File: config.mk
export PLATFORM = sky130hd
export DESIGN_NAME = alu_commit_stage
export DESIGN_NICKNAME = d
export VERILOG_FILES = /design/src/rtl/alu_commit_stage.sv
export SDC_FILE = /design/constraint.sdc
export NUM_CORES = 1
export LEC_CHECK = 0
export BUFFER_PORTS_ARGS = -buffer_cell sky130_fd_sc_hd__buf_2
export CAP_MARGIN = 40
export CORE_ASPECT_RATIO = 0.5
export CORE_MARGIN = 2
export CORE_UTILIZATION = 54
export DETAILED_ROUTE_END_ITERATION = 6
export GPL_ROUTABILITY_DRIVEN = 0
export PLACE_DENSITY_LB_ADDON = 0.2
export SLEW_MARGIN = 5
export SYNTH_ARGS = -nofsm -noshare
export SYNTH_HDL_FRONTEND = slang
export SYNTH_SLANG_ARGS = --single-unit
File: constraint.sdc
create_clock -name clk -period 3.9 [get_ports clk]
set_input_delay 0.39 -clock clk [delete_from_list [all_inputs] [get_ports clk]]
set_output_delay 0.39 -clock clk [all_outputs]
set_load 0.1 [all_outputs]
File: src/rtl/alu_commit_stage.sv
// ALU commit stage: two-entry skid buffer toward the register file,
// architectural PSR ownership and branch resolution on committed flags.
module alu_commit_stage #(
    parameter int WIDTH  = 16,
    parameter int ADDR_W = 4
) (
    input  logic              clk,
    input  logic              reset,
    input  logic              flush,
    input  logic              in_valid,
    output logic              in_ready,
    input  logic [WIDTH-1:0]  alu_result,
    input  logic [4:0]        alu_psr,
    input  logic [4:0]        psr_mask,
    input  logic [ADDR_W-1:0] dest_addr,
    input  logic              dest_we,
    input  logic              is_branch,
    input  logic [3:0]        cond,
    output logic              wb_valid,
    input  logic              wb_ready,
    output logic [WIDTH-1:0]  wb_data,
    output logic [ADDR_W-1:0] wb_addr,
    output logic              wb_we,
    output logic [4:0]        psr_q,
    output logic              branch_taken,
    output logic              branch_valid
);

    logic              head_v;
    logic [WIDTH-1:0]  head_data;
    logic [ADDR_W-1:0] head_addr;
    logic              head_we;
    logic              skid_v;
    logic [WIDTH-1:0]  skid_data;
    logic [ADDR_W-1:0] skid_addr;
    logic              skid_we;

    logic acc;
    logic drain;
    logic hit;

    assign in_ready = !(head_v && skid_v) && !flush;
    assign acc      = in_valid && in_ready;
    assign drain    = head_v && wb_ready;

    assign wb_valid = head_v;
    assign wb_data  = head_data;
    assign wb_addr  = head_addr;
    assign wb_we    = head_v && head_we;

    // PSR bits: 0 C, 1 F, 2 L, 3 Z, 4 N
    always_comb begin
        hit = 1'b0;
        unique case (cond)
            4'h0: hit = psr_q[3];
            4'h1: hit = !psr_q[3];
            4'h2: hit = psr_q[0];
            4'h3: hit = !psr_q[0];
            4'h4: hit = psr_q[2];
            4'h5: hit = !psr_q[2];
            4'h6: hit = psr_q[4];
            4'h7: hit = !psr_q[4];
            4'h8: hit = psr_q[1];
            4'h9: hit = !psr_q[1];
            4'hA: hit = !psr_q[2] && !psr_q[3];
            4'hB: hit = psr_q[2] || psr_q[3];
            4'hC: hit = !psr_q[4] && !psr_q[3];
            4'hD: hit = psr_q[4] || psr_q[3];
            4'hE: hit = 1'b1;
            4'hF: hit = 1'b0;
        endcase
    end

    always_ff @(posedge clk or negedge reset) begin
        if (!reset) begin
            head_v    <= 1'b0;
            head_data <= '0;
            head_addr <= '0;
            head_we   <= 1'b0;
            skid_v    <= 1'b0;
            skid_data <= '0;
            skid_addr <= '0;
            skid_we   <= 1'b0;
        end else if (flush) begin
            head_v <= 1'b0;
            skid_v <= 1'b0;
        end else if (drain && skid_v) begin
            head_v    <= 1'b1;
            head_data <= skid_data;
            head_addr <= skid_addr;
            head_we   <= skid_we;
            skid_v    <= acc;
            if (acc) begin
                skid_data <= alu_result;
                skid_addr <= dest_addr;
                skid_we   <= dest_we;
            end
        end else if (!head_v || drain) begin
            head_v <= acc;
            if (acc) begin
                head_data <= alu_result;
                head_addr <= dest_addr;
                head_we   <= dest_we;
            end
        end else if (acc) begin
            skid_v    <= 1'b1;
            skid_data <= alu_result;
            skid_addr <= dest_addr;
            skid_we   <= dest_we;
        end
    end

    // Branches resolve against the PSR as it stood before this accept.
    always_ff @(posedge clk or negedge reset) begin
        if (!reset) begin
            psr_q        <= 5'b0;
            branch_valid <= 1'b0;
            branch_taken <= 1'b0;
        end else begin
            branch_valid <= acc && is_branch;
            branch_taken <= acc && is_branch && hit;
            if (acc) begin
                psr_q <= (psr_q & ~psr_mask) | (alu_psr & psr_mask);
            end
        end
    end

endmodule
==> results of run 1 <==
[logic make-up (layout without fill, tap and decap cells)]
family | after synthesis | after routing | synth area share [%]
flip-flops | 51 | 51 | 57.0
AO/OA/AOI/OAI | 31 | 31 | 7.54
AND/OR/NAND/NOR | 44 | 44 | 10.3
buffers and inverters | 9 | 82 | 2.29
multiplexers | 48 | 48 | 22.9
[cell usage in the layout, fill, tap and decap left out, types with 2 or more instances in the layout]
| cell | n |
|---|---|
| buf_2 | 70 |
| dfrtp_1 | 51 |
| a21oi_1 | 27 |
| mux2_2 | 26 |
| nor2_1 | 23 |
| mux2i_1 | 22 |
| clkbuf_8 | 6 |
| nand2_1 | 5 |
| nand2b_1 | 4 |
| buf_4 | 3 |
| and2_1 | 2 |
| nand3_1 | 2 |
| a311oi_1 | 2 |
[worst max-delay path: stages (launching register included)]
cell and delay, ps:
dfrtp_1 510, a21oi_1 170, nor3_4 610, buf_4 360, nor2_1 70, a21oi_1 130
[final cells by class]
type / count / area, µm² / share of cell area [%]
Clock buffer: 6 / 82.6 / 2.98
Clock inverter: 2 / 35.0 / 1.27
Multi-Input combinational cell: 123 / 918 / 33.2
Sequential cell: 51 / 1280 / 46.1
Tap cell: 54 / 67.6 / 2.44
Timing Repair Buffer: 74 / 388 / 14.0
[worst paths after layout]
check | start | to | slack, ps | cells past startpoint
hold reg to reg | skid_data[13]$_DFFE_PN0P_ | skid_data[13]$_DFFE_PN0P_ | 520 | 1
min in group clk | wb_ready | skid_v$_DFFE_PN0P_ | 310 | 2
hold / removal | reset | wb_data[5]$_DFFE_PN0P_ | 170 | 2
setup reg to reg | skid_v$_DFFE_PN0P_ | wb_addr[1]$_DFFE_PN0P_ | 1960 | 5
max in group asynchronous | reset | branch_valid$_DFF_PN0_ | 3300 | 2
setup / recovery | skid_v$_DFFE_PN0P_ | wb_addr[1]$_DFFE_PN0P_ | 1960 | 5
[flip-flops by register name (all words and copies together), names as in the netlist, named ones only]
signal        count
skid_data        16
wb_data          16
skid_addr         4
wb_addr           4
branch_taken      1
branch_valid      1
head_we           1
skid_v            1
skid_we           1
wb_valid          1
[per-stage QoR]
stage | hold WS (ps) | std cells
after floorplan | 94.4 | 183
after global placement | 489 | 301
after detailed placement | 497 | 302
after CTS | 197 | 310
after global routing | 239 | 310
final | 167 | 310
[power groups by stage]
stage                     sequential [µW]  combinational, µW  clock (µW)
after floorplan                      1000                134           0
after global placement                686                553           0
after detailed placement              692                564           0
after CTS                             681                565         396
after global routing                  694                589         413
final                                 681                560         379
[layer usage]
metal	up-vias	wire length, µm
li1	789	-
met1	764	1850
met2	52	2040
met3	7	273
met4	0	63
met5	-	0
[synthesized netlist by cell type]
| cell type | count |
|---|---|
| mux2_2 | 26 |
| and2b_1 | 1 |
| nand2b_4 | 1 |
| nand3_1 | 2 |
| nand2b_1 | 4 |
| nor2b_1 | 1 |
| a2111oi_0 | 1 |
| mux2i_1 | 22 |
| buf_6 | 1 |
| nand3b_1 | 1 |
| nor3b_4 | 1 |
| a21o_1 | 1 |
| a311oi_1 | 2 |
| dfrtp_1 | 51 |
| and2_1 | 2 |
| buf_2 | 5 |
| a21oi_1 | 27 |
| clkbuf_1 | 2 |
| nor3b_1 | 1 |
| or2_2 | 1 |
| buf_4 | 1 |
| nand2_1 | 5 |
| nor3_2 | 1 |
| nor2_1 | 23 |
==> flow_summary.ini, run 1 <==
[final_layout]
diodes = 0
drive_gt1_share_pct = 43.8
postLayoutCellArea_mm2 = 0.00277
layout.nets = 296
nFillCells = 309
area_delta_synth_final_pct = 23.6
post-route-util_pct = 70.2

[yosys]
synth_top_cell_area_share_pct = 57.0
ys_ff_latch = 51
postSynthAreaPerCell_um2 = 12.2
yosys.area.top_type = dfrtp_1
ys_seq_area_share_pct = 57.0
ys_types = 24
synth_area_leaders = dfrtp_1 (57%), mux2_2 (13%), mux2i_1 (9.8%), a21oi_1 (6.0%), nor2_1 (3.9%)
syn_area_mm2 = 0.00224
ys_warn_count = 0
synthCells = 183
synth_nets = 224

[status]
status = completed

[setup_path]
path_class = reg -> reg
crit_arrival_ps = 2170
worstSetupStartpointType = flop
worstPathRequired_ps = 4130
worst_setup_path_end_kind = flop
critPathMaxFanout = 22

[cts]
root_buffer = clkbuf_8
cts_num_sinks = 51
cts_tree = built
cts_htree_levels = 2
cts_buffer_depth = 2
cts_setup_buffers = 0
cts_buffers = 5
cts_resized = 0
hold_buffers = 0
clk_latency_ps = 300
clkTransAtPathRegs_ps = 90

[flow_run]
cap_violations = 0

[place]
portBuffers = 70
post-place-ws_ps = 1970
placed_cell_area_mm2 = 0.00265
place_hpwl_mm = 3.04

[power_and_ir_drop]
switching_share_pct = 40.4
power_density_mw_per_mm2 = 585
switching_power_uw = 655
p_leak_uw = 0.00142
combPwrFrac_pct = 34.5
ir_drop_uv = 336
p_seq_share_pct = 42.1
pwr-share-clk_pct = 23.4
internal_power_uw = 965
total_power_uw = 1620

[floorplanning]
io_pins = 71
die-height_um = 49.5
die_area_mm2 = 0.00471
core_area_mm2 = 0.00394
initial_utilization_pct = 56.8
die_x_um = 95.1
rows = 16

[detailed_routing]
route.detailed.drc = 0
routed_via_density = 5.20
drt_iter0_drc = 36
vias = 1612
wl_per_cell_um = 13.6
drtPass1Iterations = 4
ant_nets = 0
routed_wl_mm = 4.23

[global_routing]
met1_usage_pct = 21.6
grt_pass1_vias = 1637
antenna_found_initial = 0
met3_usage_pct = 5.81
top_usage_layer = met2
grt_max_degree = 52
grtUsageTotal_pct = 19.8
grt.overflow.total = 0
met2_usage_pct = 37.0
grt_pass1_wl_mm = 7.12

[sta]
post-route-period-util_pct = 49.7
timing.final.ws_setup_ps = 1960
setup_tns_ps = 0
rsz0062_at_grt = false
worstMarginPinSlew_ps = 696
fmax_mhz = 516
skew_ps = 2.50
drv_slew = 0
setup_viol = 0
period_needed_ps = 1940
hold_viol = 0
relSlewSlack_pct = 53.5

[min_path]
hold_path_class = in -> async
Power figures use the tool's default switching activity.
==> run 2, diff against run 1 <==
- ABC_AREA: unset -> 1
- CORE_UTILIZATION: 54 -> 51
- clock period: 3.9 -> 1.9 ns (I/O delays scaled with it)
==> run 2 against run 1 <==
Wire length rose by 29%. Register-to-register slack worse by 1600 ps. Die area increased by 13%. Critical endpoint is now in_ready. Clock power is 78% higher. Combinational power grew 140%. Final area grew 6.2%.
==> flow_summary.ini, run 2 <==
[min_path]
worstHoldStart = alu_psr[3]
hold_depth = 3
hold_path_class = in -> reg

[yosys]
synth_nets = 357
ys_warn_count = 0
synthFlopType = dfrtp_1
synth_area_leaders = dfrtp_1 (53%), nand2_1 (21%), o21ai_0 (8.7%), inv_1 (6.0%), nor2_1 (1.9%)
ys_seq_area_share_pct = 52.7
ys_types = 18
syn_area_mm2 = 0.00242
yosysMostFrequentCell = nand2_1
synth_top_cell_area_share_pct = 52.7
ys_ff_latch = 51
async_flop_share_pct = 100
synth_edf_count = 0
synth_commonest_cells = nand2_1 (135), dfrtp_1 (51), o21ai_0 (42)
postSynthAreaPerCell_um2 = 7.66
synthCells = 316
yosys.area.top_type = dfrtp_1

[cts]
cts_buffer_depth = 2
clk_latency_ps = 310
cts_resized = 0
clkTransAtPathRegs_ps = 100
cts_tree = built
root_buffer = clkbuf_8
cts_num_sinks = 51
cts_htree_levels = 2
cts_buffers = 5

[place]
dp.cells = 445
place_hpwl_mm = 3.84
portBuffers = 70

[floorplanning]
rows = 17
die_x_um = 101
core_area_mm2 = 0.00449
die-height_um = 52.7
die_area_mm2 = 0.00535
io_pins = 71
initial_utilization_pct = 53.9

[final_layout]
layout_common_cells = nand2_1 (134), buf_2 (70), dfrtp_1 (50)
layout_commonest_cell = nand2_1
area_delta_synth_final_pct = 21.5
diodes = 0
layout.nets = 428
post-route-util_pct = 65.5
instances_no_fill = 454
drive_gt1_share_pct = 24.2

[setup_path]
crit_arrival_ps = 1510
critPathMaxFanout = 4
crit_start = wb_valid$_DFFE_PN0P_
r2r-start = wb_valid$_DFFE_PN0P_
r2r_cells = 9
worstSetupStartpointType = flop
worst_setup_path_end_kind = primary output
path_class = reg -> out
worstPathRequired_ps = 1710

[sta]
period_needed_ps = 1700
relSlewSlack_pct = 66.3
setup_viol = 0
hold_slack_ps = 83.5
post-route-period-util_pct = 89.6
rsz0062_at_grt = false
drv_slew = 0
fmax_mhz = 588
hold_viol = 0
worstMarginPinSlew_ps = 509
skew_ps = 6.99

[status]
status = completed

[detailed_routing]
route.detailed.drc = 0
drt_iter0_drc = 81
drtPass1Iterations = 5
routed_wl_mm = 5.45
routed_via_density = 4.77
vias = 2167
ant_nets = 0
wl_per_cell_um = 12.0

[power_and_ir_drop]
p_leak_uw = 0.00168
ir_drop_uv = 612
power_density_mw_per_mm2 = 1170

[global_routing]
antenna_found_initial = 0
grt_pass1_wl_mm = 9.05
grt.overflow.total = 0
grtUsageTotal_pct = 22.5
grt_max_degree = 44
grt_pass1_vias = 2024

[flow_run]
cap_violations = 0
## run 2: changes by cell type after synthesis, sizes merged, moves of 22 or more
| cell | delta |
|---|---|
| a21oi | -26 |
| mux2 | -26 |
| mux2i | -22 |
| inv | +41 |
| o21ai | +48 |
| nand2 | +133 |
## run 2: worst paths after layout
kind	endpoint	slack (ps)
worst max register to register	wb_data[0]$_DFFE_PN0P_	320
worst max-delay path	in_ready	200
min in group asynchronous	skid_data[6]$_DFFE_PN0P_	330
max in group asynchronous	async pin	920
worst min register to register	wb_data[14]$_DFFE_PN0P_	490
worst min-delay path	flop	80
## run 2: report_power, final
part | leakage, µW | total (µW) | internal [µW] | switching, µW
Sequential | 0.000620 | 1410 | 1320 | 95.8
Combinational | 0.00102 | 1340 | 246 | 1090
Clock | 0.0000467 | 676 | 274 | 403
## run 2: metrics by stage
stage | setup TNS (ps) | instance area (µm²) | setup slack (ps) | power, µW
after global routing | 0 | 2940 | 118 | 3610
after global placement | 0 | 2830 | 424 | 2740
after detailed placement | 0 | 2830 | 346 | 2770
final | 0 | 2940 | 198 | 3430
after CTS | 0 | 2940 | 178 | 3470
after floorplan | -4580 | 2440 | -142 | 2500
## run 2: area by class of cell
type / instances / area [µm²]
fillers: 408 / 1550
clock inverters: 3 / 27.5
flip-flops and latches: 51 / 1280
multi-input cells: 211 / 910
repair buffers: 77 / 418
well taps: 66 / 82.6
clock buffers: 5 / 68.8
inverters: 41 / 154
## run 2: logic make-up after synthesis
logic type / count (synthesis) / synth area share (%)
buffers and inverters: 54 / 9.77
and+or+nand+nor: 162 / 27.4
AOI/OAI and AO/OA: 49 / 10.1
DFF: 51 / 52.7
## run 2: layer usage
| metal | GRT usage (%) | wire, µm | vias to the layer above |
|---|---|---|---|
| met4 | 5.18 | 24 | 0 |
| met2 | 39.2 | 2530 | 59 |
| met3 | 6.80 | 367 | 2 |
| met1 | 27.9 | 2530 | 1002 |
| met5 | 0 | 0 | - |
| li1 | - | - | 1104 |
## run 2: worst max-delay path: stages, from the launching register on
cell and delay [ps]:
dfrtp_4 500, nand2_2 70, inv_2 50, nor2_4 140
buf_2 450
## run 2: timing repair
item / in CTS / in global routing
hold buffers: 1 / 0
hold endpoints to repair: 17 / 0
endpoints found under the setup margin: 0 / 0
setup buffers: 0 / 0
